<file path="src/rtl/frame_strobe_sequencer_pkg.sv">
// Shared configuration-frame definitions: controller states, address width
// and default column geometry reused by the tile and fabric tops.
package cfg_frame_pkg;

  localparam int FRAME_ADDR_W       = 5;
  localparam int MAX_FRAMES_PER_COL = 20;
  localparam int FRAME_BITS_PER_ROW = 32;
  localparam int NUM_ROWS           = 16;

  typedef enum logic [2:0] {
    ST_IDLE   = 3'd0,
    ST_LOAD   = 3'd1,
    ST_CHECK  = 3'd2,
    ST_SETUP  = 3'd3,
    ST_STROBE = 3'd4,
    ST_HOLD   = 3'd5
  } frame_state_e;

  function automatic logic addr_in_range(input logic [FRAME_ADDR_W-1:0] addr,
                                         input int max_frames);
    return ({{(32-FRAME_ADDR_W){1'b0}}, addr} < 32'(max_frames));
  endfunction

endpackage

</file>
<file path="src/rtl/frame_strobe_sequencer_if.sv">
// Frame-word stream: valid/ready handshake carrying one row word plus the
// frame address that is sampled with the first word of each frame.
interface frame_strobe_sequencer_if #(
  parameter int W  = cfg_frame_pkg::FRAME_BITS_PER_ROW,
  parameter int AW = cfg_frame_pkg::FRAME_ADDR_W
);
  logic          word_valid;
  logic          word_ready;
  logic [W-1:0]  word_data;
  logic [AW-1:0] frame_addr;

  modport master (output word_valid, output word_data, output frame_addr, input  word_ready);
  modport slave  (input  word_valid, input  word_data, input  frame_addr, output word_ready);
endinterface

</file>
<file path="src/rtl/frame_strobe_sequencer_row_loader.sv">
// Row counter and per-row write decode into the column FrameData register.
// The counter wraps to 0 after the last row so the next frame starts at row 0.
module frame_row_loader #(
  parameter int W       = 32,
  parameter int NumRows = 16
) (
  input  logic               CLK,
  input  logic               resetn,
  input  logic               row_clr,
  input  logic               wr_en,
  input  logic [W-1:0]       word_data,
  output logic               last_row,
  output logic [W*NumRows-1:0] frame_data
);

  localparam int CNT_W = (NumRows > 1) ? $clog2(NumRows) : 1;

  logic [CNT_W-1:0]     row_cnt_r;
  logic [W*NumRows-1:0] frame_data_r;

  assign last_row   = (row_cnt_r == CNT_W'(NumRows - 1));
  assign frame_data = frame_data_r;

  // Row pointer: cleared by abort, advanced (with wrap) on every accepted word.
  always_ff @(posedge CLK or negedge resetn) begin
    if (!resetn) begin
      row_cnt_r <= {CNT_W{1'b0}};
    end else if (row_clr) begin
      row_cnt_r <= {CNT_W{1'b0}};
    end else if (wr_en) begin
      row_cnt_r <= last_row ? {CNT_W{1'b0}} : row_cnt_r + CNT_W'(1);
    end
  end

  // Frame data storage: only the addressed row is written on an accepted word.
  always_ff @(posedge CLK or negedge resetn) begin
    if (!resetn) begin
      frame_data_r <= {(W*NumRows){1'b0}};
    end else if (wr_en) begin
      for (int r = 0; r < NumRows; r++) begin
        if (row_cnt_r == CNT_W'(r)) begin
          frame_data_r[r*W +: W] <= word_data;
        end
      end
    end
  end

endmodule

</file>
<file path="src/rtl/frame_strobe_sequencer.sv">
// Column configuration controller: assembles a frame from NumRows stream words,
// then drives a single registered FrameStrobe pulse for the captured address.
module frame_strobe_sequencer
  import cfg_frame_pkg::*;
#(
  parameter int MaxFramesPerCol = MAX_FRAMES_PER_COL,
  parameter int FrameBitsPerRow = FRAME_BITS_PER_ROW,
  parameter int NumRows         = NUM_ROWS,
  parameter int StrobeCycles    = 1
) (
  input  logic                               CLK,
  input  logic                               resetn,
  frame_strobe_sequencer_if.slave            word_if,
  input  logic                               abort,
  input  logic                               clear_err,
  output logic [FrameBitsPerRow*NumRows-1:0] FrameData,
  output logic [MaxFramesPerCol-1:0]         FrameStrobe,
  output logic                               busy,
  output logic                               frame_done,
  output logic                               addr_err
);

  localparam int STRB_W = (StrobeCycles > 1) ? $clog2(StrobeCycles) : 1;

  frame_state_e              state_r, state_s;
  logic [FRAME_ADDR_W-1:0]   addr_r;
  logic [STRB_W-1:0]         strb_cnt_r;
  logic [MaxFramesPerCol-1:0] strobe_r, onehot_s;
  logic                      busy_r, frame_done_r, addr_err_r;
  logic                      word_ready_s, transfer_s, last_row_s, err_set_s;

  assign word_ready_s       = (state_r == ST_IDLE) || (state_r == ST_LOAD);
  assign word_if.word_ready = word_ready_s;
  // Abort discards a word offered in the same cycle.
  assign transfer_s         = word_if.word_valid && word_ready_s && !abort;

  assign FrameStrobe = strobe_r;
  assign busy        = busy_r;
  assign frame_done  = frame_done_r;
  assign addr_err    = addr_err_r;

  frame_row_loader #(.W(FrameBitsPerRow), .NumRows(NumRows)) u_loader (
    .CLK        (CLK),
    .resetn     (resetn),
    .row_clr    (abort),
    .wr_en      (transfer_s),
    .word_data  (word_if.word_data),
    .last_row   (last_row_s),
    .frame_data (FrameData)
  );

  // Next-state decode; abort overrides every state.
  always_comb begin
    state_s   = state_r;
    err_set_s = 1'b0;
    if (abort) begin
      state_s = ST_IDLE;
    end else begin
      case (state_r)
        ST_IDLE, ST_LOAD: begin
          if (transfer_s) begin
            state_s = last_row_s ? ST_CHECK : ST_LOAD;
          end else begin
            state_s = state_r;
          end
        end
        ST_CHECK: begin
          if (addr_in_range(addr_r, MaxFramesPerCol)) begin
            state_s = ST_SETUP;
          end else begin
            err_set_s = 1'b1;
            state_s   = ST_IDLE;
          end
        end
        ST_SETUP:  state_s = ST_STROBE;
        ST_STROBE: begin
          if (strb_cnt_r == STRB_W'(StrobeCycles - 1)) begin
            state_s = ST_HOLD;
          end else begin
            state_s = ST_STROBE;
          end
        end
        ST_HOLD:   state_s = ST_IDLE;
        default:   state_s = ST_IDLE;
      endcase
    end
  end

  // One-hot decode of the captured frame address.
  always_comb begin
    onehot_s = {MaxFramesPerCol{1'b0}};
    for (int i = 0; i < MaxFramesPerCol; i++) begin
      onehot_s[i] = (addr_r == FRAME_ADDR_W'(i));
    end
  end

  // State, address capture, strobe timing and registered status outputs.
  always_ff @(posedge CLK or negedge resetn) begin
    if (!resetn) begin
      state_r      <= ST_IDLE;
      addr_r       <= {FRAME_ADDR_W{1'b0}};
      strb_cnt_r   <= {STRB_W{1'b0}};
      strobe_r     <= {MaxFramesPerCol{1'b0}};
      busy_r       <= 1'b0;
      frame_done_r <= 1'b0;
      addr_err_r   <= 1'b0;
    end else begin
      state_r <= state_s;
      if ((state_r == ST_IDLE) && transfer_s) begin
        addr_r <= word_if.frame_addr;
      end
      strb_cnt_r   <= ((state_r == ST_STROBE) && (state_s == ST_STROBE))
                      ? strb_cnt_r + STRB_W'(1) : {STRB_W{1'b0}};
      strobe_r     <= (state_s == ST_STROBE) ? onehot_s : {MaxFramesPerCol{1'b0}};
      busy_r       <= (state_s != ST_IDLE);
      frame_done_r <= (state_s == ST_HOLD);
      // A newly detected error wins over a simultaneous clear.
      if (err_set_s) begin
        addr_err_r <= 1'b1;
      end else if (clear_err) begin
        addr_err_r <= 1'b0;
      end
    end
  end

endmodule

</file>
<file path="src/flat_wrapper.sv">
// flat-port wrapper written by rule: the top's interface ports become plain ports
module frame_strobe_sequencer_flat import cfg_frame_pkg::*;
#(
  parameter int MaxFramesPerCol = MAX_FRAMES_PER_COL,
  parameter int FrameBitsPerRow = FRAME_BITS_PER_ROW,
  parameter int NumRows         = NUM_ROWS,
  parameter int StrobeCycles    = 1
)
  (CLK, resetn, abort, clear_err, FrameData, FrameStrobe, busy, frame_done, addr_err, word_if_word_valid, word_if_word_data, word_if_frame_addr, word_if_word_ready);
  frame_strobe_sequencer_if #(.W((32))) word_if_i ();
  input  logic CLK;
  input  logic resetn;
  input  logic abort;
  input  logic clear_err;
  output logic [FrameBitsPerRow*NumRows-1:0] FrameData;
  output logic [MaxFramesPerCol-1:0] FrameStrobe;
  output logic busy;
  output logic frame_done;
  output logic addr_err;
  input wire logic [$bits(word_if_i.word_valid)-1:0] word_if_word_valid;
  input wire logic [$bits(word_if_i.word_data)-1:0] word_if_word_data;
  input wire logic [$bits(word_if_i.frame_addr)-1:0] word_if_frame_addr;
  output wire logic [$bits(word_if_i.word_ready)-1:0] word_if_word_ready;
  assign word_if_i.word_valid = word_if_word_valid;
  assign word_if_i.word_data = word_if_word_data;
  assign word_if_i.frame_addr = word_if_frame_addr;
  assign word_if_word_ready = word_if_i.word_ready;
  frame_strobe_sequencer #(.MaxFramesPerCol(MaxFramesPerCol), .FrameBitsPerRow(FrameBitsPerRow), .NumRows(NumRows), .StrobeCycles(StrobeCycles)) u_core (.CLK(CLK), .resetn(resetn), .word_if(word_if_i), .abort(abort), .clear_err(clear_err), .FrameData(FrameData), .FrameStrobe(FrameStrobe), .busy(busy), .frame_done(frame_done), .addr_err(addr_err));
endmodule
</file>
<file path="config.mk">
export PLATFORM = sky130hd
export DESIGN_NAME = frame_strobe_sequencer_flat
export DESIGN_NICKNAME = d
export VERILOG_FILES = /design/src/rtl/frame_strobe_sequencer_pkg.sv /design/src/rtl/frame_strobe_sequencer_if.sv /design/src/rtl/frame_strobe_sequencer_row_loader.sv /design/src/rtl/frame_strobe_sequencer.sv /design/src/flat_wrapper.sv
export SDC_FILE = /design/constraint.sdc
export NUM_CORES = 1
export LEC_CHECK = 0
export ABC_AREA = 1
export CORE_MARGIN = 1.5
export CORE_UTILIZATION = 30
export CTS_CLUSTER_SIZE = 16
export DETAILED_ROUTE_END_ITERATION = 6
export PLACE_DENSITY_LB_ADDON = 0.25
export SLEW_MARGIN = 20
export SYNTH_ARGS = -nofsm -noshare
export SYNTH_HDL_FRONTEND = slang
export SYNTH_HIERARCHICAL = 1
export SYNTH_SLANG_ARGS = --single-unit
</file>
<file path="constraint.sdc">
create_clock -name CLK -period 2.1 [get_ports CLK]
set_input_delay 0.21 -clock CLK [delete_from_list [all_inputs] [get_ports CLK]]
set_output_delay 0.21 -clock CLK [all_outputs]
set_load 0.02 [all_outputs]
</file>
* After elaboration in Yosys (flattened, before gate mapping)
Index checks and enable logic that the tools add are counted.
** Storage, ports and cells
- Flip-flop bits (word level) :: 548
- Bits in latches :: 0
- Memory bits (writable) :: 0
- Memory bits (read-only) :: 0
- Bits of input ports :: 42
- Output and inout port bits :: 536
- Word-level logic and storage cells :: 112
- Memories :: 0
** Cells by class
- Add/sub/neg operators :: 2
- $mul :: 0
- Divide/modulo/power cells :: 0
- Magnitude comparators :: 1
- Equality and inequality tests :: 40
- Shift-type cells :: 0
- Mux-type cells :: 16
- Bitwise logic cells :: 0
- Reductions and logical operators :: 29
** Operator list (number)
- equality test 5 x 4 -> 1 bit (second input constant) :: 8
- equality test 4 bit (second input constant) :: 8
- AND reduction 2 bit :: 16
- equality test 5 x 3 -> 1 bit (second input constant) :: 4
- equality test 5 bit (second input constant) :: 4
- 2-to-1 mux 20 bit :: 1
- equality test 4 x 3 -> 1 bit (second input constant) :: 4
- 2-to-1 mux 4 bit :: 3
- case mux 3 bit (4 select lines) :: 1
- equality test 5 x 2 -> 1 bit (second input constant) :: 2
- equality test 3 bit (second input constant) :: 3
- equality test 4 x 2 -> 1 bit (second input constant) :: 2
- 2-to-1 mux 1 bit :: 7
- equality test 3 x 2 -> 1 bit (second input constant) :: 2
- 2-to-1 mux 3 bit :: 2
- equality test 5 x 1 -> 1 bit (second input constant) :: 1
- logical NOT 5 bit :: 1
- < comparator 5 bit (second input constant) :: 1
- adder 4 x 1 -> 4 bit (second input constant) :: 1
- equality test 4 x 1 -> 1 bit (second input constant) :: 1
- logical AND 1 bit :: 4
- logical NOT 4 bit :: 1
- 2-to-1 mux 2 bit :: 2
- nonzero test 2 bit :: 2
- other kinds (7) :: 7

* Depth between registers and ports, before layout
Gate-level depths: netlist of run 1.
- Word-level depth :: 10
- Gate-level depth with buffers :: 10
- Mapped depth without buffers :: 10

* Cells and area by module
The synthesis of run 1 kept the hierarchy.
** By module, submodules not included
- frame_row_loader :: instances 1, cells each 1756, area each 18380.1 um2, sequential area each 12912.4 um2
- frame_strobe_sequencer :: instances 1, cells each 131, area each 1255.0 um2, sequential area each 800.8 um2

* Worst setup path after synthesis of run 1
No wires, ideal clock.
- Path type :: register to register
- From :: reg u_core.state_r[2]
- To :: reg u_core.u_loader.frame_data_r[227] (netlist: u_core/u_loader/frame_data[227])
- Arrival time :: 1.643 ns
- Data required time :: 1.970 ns
- Path slack :: 0.327 ns
- Stages on the path, launching flop included :: 10
- Path buffers :: 1
- Cell sequence :: dfrtp_1 nor2_2 nand2_1 inv_1 nand2_1 inv_1 nand2_2 clkbuf_1 nand2_1 o21ai_0
** On the way
- Word-level cells in the longest chain between the ends :: 5
** RTL lines
- start, declared :: RTL line frame_strobe_sequencer.sv:25 : frame_state_e state_r, state_s;
- start signal, assigned :: RTL line frame_strobe_sequencer.sv:108 : state_r <= state_s;
- equality test 3 x 1 -> 1 bit / logical NOT 3 bit (equally long branches) :: RTL line frame_strobe_sequencer.sv:32 : assign word_ready_s = (state_r == ST_IDLE) || (state_r == ST_LOAD);
- logical OR 1 bit * :: RTL line frame_strobe_sequencer.sv:32
- named net word_if_word_ready :: RTL line flat_wrapper.sv:23 : output wire logic [$bits(word_if_i.word_ready)-1:0] word_if_word_ready;
- logical AND 1 bit * (2 in a row) :: RTL line frame_strobe_sequencer.sv:35 : assign transfer_s = word_if.word_valid && word_ready_s && !abort;
- named net u_core.transfer_s :: RTL line frame_strobe_sequencer.sv:30 : logic word_ready_s, transfer_s, last_row_s, err_set_s;
- AND reduction 2 bit (no source line) *
- end signal, assigned :: RTL line frame_strobe_sequencer_row_loader.sv:38 : frame_data_r <= {(W*NumRows){1'b0}};
- end signal, assigned by index :: RTL line frame_strobe_sequencer_row_loader.sv:42 : frame_data_r[r*W +: W] <= word_data;
- end, declared :: RTL line frame_strobe_sequencer_row_loader.sv:19 : logic [W*NumRows-1:0] frame_data_r;
The timed path passes the listed nets; every way through them passes the cells marked *.
A chain may end at the register's enable or synchronous reset.

* Worst setup path after layout of run 1
- From :: reg u_core.u_loader.frame_data_r[339] (netlist: u_core/u_loader/frame_data[339])
- To :: out FrameData[339]
** RTL lines
- end, declared :: RTL line flat_wrapper.sv:15 : output logic [FrameBitsPerRow*NumRows-1:0] FrameData;
No word-level cell between the ends.

==> impl_metrics.ini, run 1 <==
[status]
status = complete, no violations

[drt]
drt-initial-drc-count = 1135
wl_per_cell_um = 20.7
postRouteWirelength_mm = 69.9
vias_per_cell = 4.65
via_count = 15707
antenna_left = 0
firstDrtPassIters = 5
drc = 0

[critical_path]
crit_path_start = u_core/u_loader/frame_data[339]
cp-end-kind = output port
cp_slowest_cell = clkdlybuf4s50_1
start_kind = register
critPathKind = register to output port
cp_data_arrival_time_ns = 1.66
r2r-start = u_core/state_r[2]
crit_chain = clkdlybuf4s50_1
path_depth = 1
slowest_delay_ns = 0.66
cpLargestDelayFamily = buffers and inverters
r2r_cells = 8
path_max_fanout = 2
required_ns = 1.89
worst-path-buf-inv = 1

[synthesis]
syn-instance-count = 1887
yosys_warnings = 6
yosys_register_bits = 548
syn_area_per_cell_um2 = 10.4
synth_nets = 1933
synth_area_mm2 = 0.0196
ys_seq_area_share_pct = 69.8
synth_cell_types = 22

[clocking]
cts.htree.levels = 2
numCtsBuffers = 57
cts_tree = built
clk_latency_ns = 0.61
clock-root-buffer = clkbuf_16
clk_path_buf_depth = 3
path_clk_slew_ns = 0.06
cts.sinks = 548

[floorplan]
die_area_mm2 = 0.0670
start_util_pct = 30.4
core-area_mm2 = 0.0646
dieWidth_um = 259
fp.dieH_um = 259
io_pins = 578
rows = 93

[layout]
fillerInstances = 6008
layout.cells.non_filler = 3375
drive_gt1_share_pct = 8.18
syn_to_final_growth_pct = 47.6
post-route-util_pct = 44.9
nets = 2516

[sta]
drv_slew = 0
worst_slew_pin_slew_ns = 0.534
fmax_mhz = 534
rsz0062_at_grt = no
period_minus_slack_ns = 1.87
fin_crit_sh_pct = 89.2
skew_ns = 0.0188
fin_tns_setup_ns = 0
hold_violations = 0
setup_viol = 0
finalWorstSetupSlack_ns = 0.227
maxSlewHeadroom_pct = 64.3
holdWs_ns = 0.132

[global_route]
grt-ovfl-total = 0
antenna_found_initial = 6
grt_pass1_wl_mm = 103
grt_max_degree = 73
track_usage_pct = 20.6
grt_pass1_vias = 15645

[pwr]
max-vdd-ir-drop_mv = 0.597
p_leak_nw = 13.1
p_per_area_mw_per_mm2 = 864

[placed_design]
hpwl_mm = 48.6
port_buffers = 577
post-place-ws_ns = 0.130
gp_congestion = 0.803
dp.cells = 3265

[run]
drv_cap = 0

[min_path]
worstHoldPathType = primary input to async pin
## path summary, 6_finish.rpt
path / end / slack [ns]
setup / recovery: FrameData[339] / 0.23
hold / removal: u_core/u_loader/frame_data[289] / 0.13
setup reg to reg: u_core/u_loader/frame_data[68] / 0.31
hold reg to reg: u_core/u_loader/frame_data[18] / 0.48
max in group asynchronous: u_core/u_loader/frame_data[400] / 1.18
min in group CLK: u_core/addr_err / 0.18
## kinds of logic after synthesis
kind of cell / synth area share (%)
other: 0.0191
multiplexers: 0.0573
buffers and inverters: 3.91
AO/OA/AOI/OAI: 13.4
adder cells (fa/ha/maj): 0.255
AND/OR/NAND/NOR: 12.5
flip-flops: 69.8
## power breakdown
part           internal [W]  total, W  leakage, nW  switching, W
Combinational       0.00112   0.00278         4.50       0.00166
Clock               0.00663    0.0109         1.03       0.00431
Sequential           0.0110    0.0113         7.52      0.000293
Total                0.0188    0.0250         13.1       0.00626
## repair_timing
item	CTS	global route
endpoints found under the hold margin	481	0
hold buffers	1	0
setup endpoints to repair	1	0
gates resized for setup	1	0
setup buffers	0	0
## metrics by stage
stage          instance area, µm²  total power [W]
2_1_floorplan               19600           0.0126
3_3_place_gp                26900           0.0143
3_5_place_dp                26900           0.0143
4_1_cts                     29000           0.0254
5_1_grt                     29000           0.0260
6_report                    29000           0.0250
## synth_stat cells, drive strengths merged
cell      n  area [µm²]
dfrtp   548       13700
nand2   428        1640
o21ai   387        1940
nor2    177         726
a21oi   135         676
clkbuf   89         334
inv      61         229
buf      41         205
nand3     6        30.0
nand4     6        56.3
ha        4        50.1
a22o      1        8.76
conb      1        3.75
mux2      1        11.3
nor3      1        5.00
o22ai     1        6.26
## layout by cell type (no fill, tap or decap), drive strengths merged, types with 7 or more instances in the layout
cell type,Yosys,routed
nand2,428,428
dfrtp,548,548
nor2,177,177
inv,61,64
clkinv,0,10
a21oi,135,135
o21ai,387,387
buf,41,77
clkdlybuf4s50,0,575
clkbuf,89,86
bufinv,0,7
## flip-flops by register name, indices dropped and copies added (netlist names), 3 cells and up
| register | count |
|---|---|
| u_core/FrameStrobe | 20 |
| u_core/addr_r | 5 |
| u_core/u_loader/row_cnt_r | 4 |
| u_core/state_r | 3 |
| u_core/u_loader/frame_data | 512 |
## layer usage
| layer | track usage [%] | wire length (µm) |
|---|---|---|
| met5 | 0 | 12 |
| met1 | 26.2 | 29100 |
| met4 | 6.22 | 1890 |
| met2 | 33.8 | 33100 |
| met3 | 5.83 | 5750 |
## layout make-up
class / count / area [µm²] / share of cell area [%]
clock buffer: 86 / 1760 / 6.06
sequential: 548 / 13700 / 47.3
inverter: 61 / 229 / 0.790
clock inverter: 22 / 324 / 1.12
timing repair buffer: 654 / 6740 / 23.2
tap: 855 / 1070 / 3.69
antenna: 1 / 2.50 / 0.00863
multi-input combinational: 1148 / 5150 / 17.8
No activity file was read; power rests on OpenSTA's default activity.
==> inputs of run 2 (changes only) <==
--- a/config.mk
+++ b/config.mk
@@ -8,11 +8,11 @@
 export ABC_AREA = 1
 export CORE_MARGIN = 1.5
 export CORE_UTILIZATION = 30
+export CTS_BUF_LIST = sky130_fd_sc_hd__clkbuf_8 sky130_fd_sc_hd__clkbuf_16
 export CTS_CLUSTER_SIZE = 16
 export DETAILED_ROUTE_END_ITERATION = 6
 export PLACE_DENSITY_LB_ADDON = 0.25
 export SLEW_MARGIN = 20
 export SYNTH_ARGS = -nofsm -noshare
 export SYNTH_HDL_FRONTEND = slang
-export SYNTH_HIERARCHICAL = 1
 export SYNTH_SLANG_ARGS = --single-unit
==> impl_metrics.ini, run 2 <==
[status]
status = complete, no violations

[placed_design]
dp.cells = 3261
gp_congestion = 0.839
post-place-ws_ns = 0.0308
port_buffers = 577
hpwl_mm = 47.5

[clocking]
cts_tree = built
numCtsBuffers = 59
clk_latency_ns = 0.62
cts.sinks = 548
clk_path_buf_depth = 3
cts.htree.levels = 2
path_clk_slew_ns = 0.06
clock-root-buffer = clkbuf_16

[drt]
drt-met1-wl_mm = 29.4
wl_per_cell_um = 20.6
vias_per_cell = 4.68
highest_layer = met4
wl_met3_mm = 5.06
postRouteWirelength_mm = 69.5
antenna_left = 0
met2WireLength_mm = 32.2
drt-initial-drc-count = 1125
firstDrtPassIters = 7
via_count = 15817
drc = 0

[floorplan]
die_area_mm2 = 0.0672
dieWidth_um = 259
fp.dieH_um = 259
start_util_pct = 30.4
core-area_mm2 = 0.0647
io_pins = 578
rows = 93

[layout]
final_cell_mix = clkdlybuf4s50_1, dfrtp_1, nor2_1
nets = 2520
fillerInstances = 6049
layout.cells.non_filler = 3377
final_common_cell = clkdlybuf4s50_1
syn_to_final_growth_pct = 48.0
drive_gt1_share_pct = 8.29
largest_reg_flops = 512

[global_route]
grt_max_degree = 81
grt-ovfl-total = 0
grt_pass1_wl_mm = 100
grt_pass1_vias = 15386
track_usage_pct = 19.7
antenna_found_initial = 0

[sta]
worst_slew_pin_slew_ns = 0.580
finalWorstSetupSlack_ns = 0.139
fmax_mhz = 510
setup_viol = 0
skew_ns = 0.0233
period_minus_slack_ns = 1.96
hold_violations = 0
fin_crit_sh_pct = 93.4
holdWs_ns = 0.165
rsz0062_at_grt = yes
drv_slew = 0
maxSlewHeadroom_pct = 61.3

[synthesis]
yosys.area.top_type = dfrtp_1
synth_cell_types = 23
ys.flop_type = dfrtp_1
synth_top_area_share_pct = 69.6
yosysMostFrequentCell = dfrtp_1
postSynth.asyncResetShare_pct = 100
yosys_register_bits = 548
synth_area_mm2 = 0.0197
ys_seq_area_share_pct = 69.6
syn_area_per_cell_um2 = 10.5
yosys_warnings = 0
synth_nets = 1924
synth.top_cells.by_count = dfrtp_1, nor2_1, a21oi_1
syn-instance-count = 1878
ys_top_cells_by_area = dfrtp_1, a21oi_1, nor2_1, o21ai_0, nand2_1
synth_edf_count = 0

[critical_path]
crit_top_cell = inv_1
worst-path-buf-inv = 3
critPathKind = register to register
r2r_slack_ns = 0.14
start_kind = register
r2r-start = u_core.u_loader.row_cnt_r[0]
r2r_cells = 7
slowest_delay_ns = 0.42
cp_slowest_cell = dfrtp_1
cp-end-kind = register
crit_chain = inv_1 > ha_1 > inv_1 > nor4_4 > buf_12 > nor2_1 > a21oi_1
r2r-end = u_core.u_loader.frame_data[9]
path_max_fanout = 64
required_ns = 2.63
cpLargestDelayFamily = buffers and inverters
cp_data_arrival_time_ns = 2.50

[run]
drv_cap = 0

[pwr]
max-vdd-ir-drop_mv = 0.632
p_leak_nw = 13.1
p_per_area_mw_per_mm2 = 996
power_w = 0.0290

[min_path]
worstHoldPathType = primary input to async pin
[run 2: per-layer routing]
| metal | track usage, % | up-vias |
|---|---|---|
| li1 | - | 7352 |
| met1 | 25.8 | 7774 |
| met2 | 30.8 | 563 |
| met3 | 5.41 | 128 |
| met4 | 8.30 | 0 |
| met5 | 0 | - |
[run 2: worst max-delay path by stage]
stage,start,to,slack [ns],cells past startpoint
global placement,word_if_word_valid,u_core.FrameStrobe[18],0.08,8
floorplan,u_core.state_r[1],u_core.u_loader.frame_data[131],0.25,7
global route,u_core.u_loader.row_cnt_r[1],u_core.u_loader.frame_data[35],-0.004,7
detailed placement,word_if_word_valid,u_core.FrameStrobe[14],0.03,8
finish,u_core.u_loader.row_cnt_r[0],u_core.u_loader.frame_data[9],0.14,7
CTS,u_core.u_loader.row_cnt_r[0],u_core.FrameStrobe[18],0.06,8
[run 2: cells by family after synthesis]
group	after synthesis	synth area share, %
fa+ha+maj	4	0.254
buf+inv	190	3.84
other cells	1	0.0190
compound gates	529	13.5
flops	548	69.6
simple gates	606	12.7
[run 2: layout make-up]
class                           instances  area (µm²)  area share, %
Clock inverter                         29         333           1.14
Tap cell                              855        1070           3.67
Multi-Input combinational cell       1140        5250           18.0
Inverter                               57         214          0.734
Antenna cell                            2        5.00         0.0172
Sequential cell                       548       13700           47.0
Clock buffer                           78        1760           6.04
Timing Repair Buffer                  668        6800           23.3
[run 2: report_power, final]
part	internal, W	total (W)	switching [W]
clock network	0.00671	0.0110	0.00432
logic	0.00249	0.00569	0.00320
registers	0.0116	0.0123	0.000660
total	0.0208	0.0290	0.00818
[run 2: repair_timing]
action / 4_1_cts / 5_1_grt
pin swaps: 0 / 4
cloned: 0 / 3
hold endpoints to repair: 93 / 0
endpoints found under the setup margin: 1 / 55
buffers inserted: 0 / 3
hold buffers: 1 / 0
resized for setup: 1 / 4
[run 2: metrics by stage]
| stage | cell area, µm² | utilization, % | TNS [ns] |
|---|---|---|---|
| 2_1_floorplan | 19700 | - | 0 |
| 3_3_place_gp | 27000 | 41.7 | 0 |
| 3_5_place_dp | 27000 | 41.7 | 0 |
| 4_1_cts | 29100 | 44.9 | 0 |
| 5_1_grt | 29100 | 45.0 | -0.00406 |
| 6_report | 29100 | 45.1 | 0 |
